`config.mk`:
```
export PLATFORM = sky130hd
export DESIGN_NAME = e203_icb_resp_stub
export DESIGN_NICKNAME = d
export VERILOG_FILES = /design/src/rtl/e203_icb_resp_stub.sv
export SDC_FILE = /design/constraint.sdc
export NUM_CORES = 1
export LEC_CHECK = 0
export ABC_AREA = 1
export BUFFER_PORTS_ARGS = -buffer_cell sky130_fd_sc_hd__buf_2
export CORE_ASPECT_RATIO = 0.7
export CORE_MARGIN = 2
export CORE_UTILIZATION = 45
export DETAILED_ROUTE_END_ITERATION = 6
export GPL_TIMING_DRIVEN = 0
export PLACE_DENSITY = 0.74
export SYNTH_ARGS = -nofsm -noshare
export SYNTH_HDL_FRONTEND = slang
export SYNTH_SLANG_ARGS = --single-unit
```
`constraint.sdc`:
```
create_clock -name clk -period 3.55 [get_ports clk]
set_input_delay 0.355 -clock clk [delete_from_list [all_inputs] [get_ports clk]]
set_output_delay 0.355 -clock clk [all_outputs]
set_load 0.01 [all_outputs]
```
`src/rtl/e203_icb_resp_stub.sv`:
```
// ICB response stub: accepts commands into an in-order queue that holds only
// the read/write flag. It answers each command with a fixed response after a
// programmable extra delay. It also keeps simple traffic statistics.
module e203_icb_resp_stub #(
  parameter int              AW        = 32,
  parameter int              DW        = 32,
  parameter int              DEPTH     = 2,
  parameter int              LAT       = 0,
  parameter bit              ERR_RSP   = 1'b0,
  parameter logic [DW-1:0]   RDATA_VAL = {DW{1'b0}}
) (
  input  logic              clk,
  input  logic              rst,
  input  logic              icb_cmd_valid,
  output logic              icb_cmd_ready,
  input  logic [AW-1:0]     icb_cmd_addr,
  input  logic              icb_cmd_read,
  input  logic [DW-1:0]     icb_cmd_wdata,
  input  logic [DW/8-1:0]   icb_cmd_wmask,
  output logic              icb_rsp_valid,
  input  logic              icb_rsp_ready,
  output logic              icb_rsp_err,
  output logic [DW-1:0]     icb_rsp_rdata,
  output logic [15:0]       cnt_rd,
  output logic [15:0]       cnt_wr,
  output logic [AW-1:0]     last_addr,
  output logic              busy
);

  // A single-entry queue still needs a one-bit pointer. That pointer never
  // leaves zero because the wrap compare below always selects zero.
  localparam int             PW       = (DEPTH > 1) ? $clog2(DEPTH) : 1;
  localparam int             CW       = $clog2(DEPTH) + 1;
  localparam logic [CW-1:0]  FULL_CNT = CW'(DEPTH);
  localparam logic [3:0]     LAT_LD   = 4'(LAT);

  logic [DEPTH-1:0] q_read;
  logic [PW-1:0]    wptr;
  logic [PW-1:0]    rptr;
  logic [PW-1:0]    rptr_nxt;
  logic [CW-1:0]    count;
  logic [CW-1:0]    count_nxt;
  logic [3:0]       lat_cnt;
  logic [3:0]       lat_nxt;
  logic             push;
  logic             pop;
  logic             new_head;
  logic             head_read_nxt;

  // Write data and mask are accepted but carry no meaning for a stub.
  logic unused_wdata;
  assign unused_wdata = ^{icb_cmd_wdata, icb_cmd_wmask};

  function automatic logic [PW-1:0] ptr_inc(input logic [PW-1:0] p);
    if (p == PW'(DEPTH - 1)) return '0;
    else                     return p + 1'b1;
  endfunction

  assign icb_cmd_ready = (count != FULL_CNT);
  assign busy          = (count != '0);
  assign icb_rsp_err   = ERR_RSP;

  // Next-state view of the queue: handshakes, new head detection, delay counter.
  always_comb begin
    push     = icb_cmd_valid && icb_cmd_ready;
    pop      = icb_rsp_valid && icb_rsp_ready;
    rptr_nxt = pop ? ptr_inc(rptr) : rptr;
    count_nxt = count + CW'(push) - CW'(pop);
    // A head is "new" when a push lands in an empty queue or when a pop
    // exposes the next entry. Either case restarts the delay.
    new_head = (push && (count == '0)) || (pop && (count_nxt != '0));
    if (new_head)              lat_nxt = LAT_LD;
    else if (lat_cnt != 4'd0)  lat_nxt = lat_cnt - 4'd1;
    else                       lat_nxt = 4'd0;
    // The slot being written becomes the head when the queue is otherwise empty.
    if (push && (wptr == rptr_nxt)) head_read_nxt = icb_cmd_read;
    else                            head_read_nxt = q_read[rptr_nxt];
  end

  // Queue storage, pointers, delay counter and registered response outputs.
  always_ff @(posedge clk or posedge rst) begin
    if (rst) begin
      q_read        <= '0;
      wptr          <= '0;
      rptr          <= '0;
      count         <= '0;
      lat_cnt       <= 4'd0;
      icb_rsp_valid <= 1'b0;
      icb_rsp_rdata <= '0;
    end else begin
      if (push) begin
        q_read[wptr] <= icb_cmd_read;
        wptr         <= ptr_inc(wptr);
      end
      rptr          <= rptr_nxt;
      count         <= count_nxt;
      lat_cnt       <= lat_nxt;
      icb_rsp_valid <= (count_nxt != '0) && (lat_nxt == 4'd0);
      icb_rsp_rdata <= ((count_nxt != '0) && head_read_nxt) ? RDATA_VAL : '0;
    end
  end

  // Saturating accept counters and last accepted address.
  always_ff @(posedge clk or posedge rst) begin
    if (rst) begin
      cnt_rd    <= 16'd0;
      cnt_wr    <= 16'd0;
      last_addr <= '0;
    end else if (push) begin
      last_addr <= icb_cmd_addr;
      if (icb_cmd_read) begin
        if (cnt_rd != 16'hFFFF) cnt_rd <= cnt_rd + 16'd1;
      end else begin
        if (cnt_wr != 16'hFFFF) cnt_wr <= cnt_wr + 16'd1;
      end
    end
  end

endmodule

```
==> impl_results.md <==
- Post-CTS Repair Setup Buffers: 0
- Status: finished, final reports clean
- Number of global-route vias before repair: about 3200
- H-tree depth: 3
- Root Buffer Master: clkbuf_16
- Register area share after synthesis: 0.4688
- CTS clk-pin slew, worst paths: about 0.06 ns
- Routed wire length: 9046 um
- Period utilisation layout: 0.6645
- Mean area per synthesized cell: roughly 7.9 um2
- ANT nets after route: 0
- Tightest Hold Check Type: input port to async pin
- Peak supply drop: roughly 0.32 mV
- Vias: about 3400
- Critical Path RT: between 3 and 4 ns
- DP HPWL: around 6700 um
- Initial antenna violation count: 0
- Initial detailed-routing violation count: 191
- Core area: 0.008006 mm2
- Final core occ: 0.6062
- Die Span X: approximately 110 um
- Die Ht: approximately 81 um
- Post-route DRC: 0
- Skew final: approximately 0.0064 ns
- Initial Util: 0.4734
- Ant diodes: 0
- Critical Path End Type: register
- Synthesized instance count: 480
- Placer Congestion: around 0.94
- Cts-stage hold buffer count: 0
- Worst setup margin: 1.191 ns
- DR pass1 iterations: 4
- Unrepaired setup endpoints after global routing: false
- Tot GR Track Use: 0.2080
- Fin. max-slew vios: 0
- Post-Syn Area: around 0.0038 mm2
- Placed Cells incl. Taps: approximately 720
- CTS max path bufs: 2
- Share of cells above drive strength 1: 0.2773
- Drt wl/cell: between 10 and 15 um
- Final setup TNS: 0 ns
- Total gr overflow: 0
- Floorplan row count: 27
- Synth Warn #: 0
- Port-buffer cells: slightly above 100
- Crit path time final: 2.359 ns
- Pre-CTS setup slack: between 1 and 1.5 ns
- Clock sinks: a little over 70
- Area growth, synth to finish: 28.06%
- Crit path kind: register to register
- # nets final: between 700 and 800
- Yosys reg bits: 71
- Worst setup SP type: register
- WHS: between 0.2 and 0.25 ns
- Pin count of the biggest net entering global routing: 72
- Most common cell after layout, fill and taps aside: nand2_1
- Final Cell Area: between 0.004 and 0.005 mm2
- # resized after CTS: 0
- Relative slew slack: 0.4195
- CTS buffer count: 9
- Clk_lat worst skew: roughly 0.33 ns
- Final hold vios: 0
- Global-route wire length before repair: 15100 um
- Max Freq: ~420 MHz
- Cell variety after synth: 32
- PD cells: 685.0 mW/mm2
- Most frequent cells in the layout: 210 x nand2_1, 103 x buf_2, 71 x dfrtp_1
- I/O Pins: ~170
- CTS tree: yes
- Placed Instance Area: about 0.0046 mm2
- Max-cap violations: 0
- Die area: between 0.009 and 0.01 mm2
- Final Power: ~3.3 mW
- Slew @ Worst Pin: roughly 0.87 ns
- Maximum fanout along the worst path: 10
- Worst EP arrival: roughly 2.6 ns
- Via-to-Cell Ratio: between 4 and 5
- Non-Filler Instances: about 730
- Count of final setup violators: 0
- Leak: roughly 2.7 nW
==> synthesized netlist by cell type (all sizes together) <==
library cell  instances  share of area
dfrtp                71           0.47
clkbuf                3         0.0030
xor2                 10          0.023
ha                    5          0.017
nor2                 28          0.030
a31oi                 1         0.0017
o21ai                15          0.024
nand3b                3         0.0059
nor3b                 1         0.0033
xnor2                12          0.028
nor3                 10          0.015
inv                  38          0.038
nand4                 6         0.0099
conb                  1        0.00099
o31a                  1         0.0023
nand2               212           0.21
buf                  40          0.078
nand3                22          0.038
a21oi                 1         0.0013
==> registers in the layout, summed over array words and instances, names as in the netlist <==
signal / count
count: 2
cnt_wr: 16
cnt_rd: 16
icb_rsp_valid: 1
last_addr: 32
lat_cnt: 4
==> where the power goes <==
group / switching [mW] / total, mW / internal (mW) / leakage [nW]
clock network: 0.352 / 0.895 / 0.543 / 0.134
registers: 0.205 / 1.27 / 1.06 / 0.910
logic: 0.703 / 1.16 / 0.459 / 1.69
total: 1.26 / 3.32 / 2.07 / 2.74
==> layer usage <==
layer / wire length [um] / up-vias / GRT usage / part of all wire
met4: 109 / 0 / 0.05976 / 0.012
li1: - / 1715 / - / -
met5: 0 / - / 0 / 0
met2: 4100 / 124 / 0.3347 / 0.45
met1: 4158 / 1554 / 0.2792 / 0.46
met3: 678 / 14 / 0.05746 / 0.075
==> critical path, cell delays in order, from the launching register on <==
cell and delay (ns):
dfrtp_1 0.38, inv_1 0.07, nand2_1 0.08, nand2_2 0.18, buf_1 0.37, ha_1 0.31, inv_1 0.06, ha_1 0.23
inv_1 0.06, nand3_1 0.12, nand2_1 0.15, nand3_1 0.12, nand2_1 0.09, nor2_1 0.04
==> layout make-up <==
cell class              instances  area (um2)
repair buffers                103       515.5
fillers                       772        3153
clock inverters                 7       73.82
flip-flops and latches         71        1777
inverters                      38       147.6
clock buffers                   9       225.2
well taps                     101       126.4
multi-input cells             360        1680
plain buffers                  43       307.8
==> path summary, 6_finish.rpt <==
path / start / depth (start not counted) / slack, ns / endpoint
max: count[0] / 13 / 1.19 / icb_rsp_valid
min: rst / 2 / 0.20 / last_addr[5]
max reg2reg: count[0] / 13 / 1.19 / icb_rsp_valid
min reg2reg: last_addr[14] / 2 / 0.47 / last_addr[14]
max in group asynchronous: rst / 2 / 2.77 / cnt_wr[10]
min in group clk: icb_cmd_addr[9] / 3 / 0.22 / last_addr[9]
==> kinds of logic after synthesis <==
kind of cell             synth area share
AO/OA/AOI/OAI                     0.02905
XOR/XNOR                          0.05084
adder cells (fa/ha/maj)           0.01651
buffers and inverters              0.1195
flip-flops                         0.4688
other                           0.0009895
AND/OR/NAND/NOR                    0.3143
(Power assumes the default switching activity.)
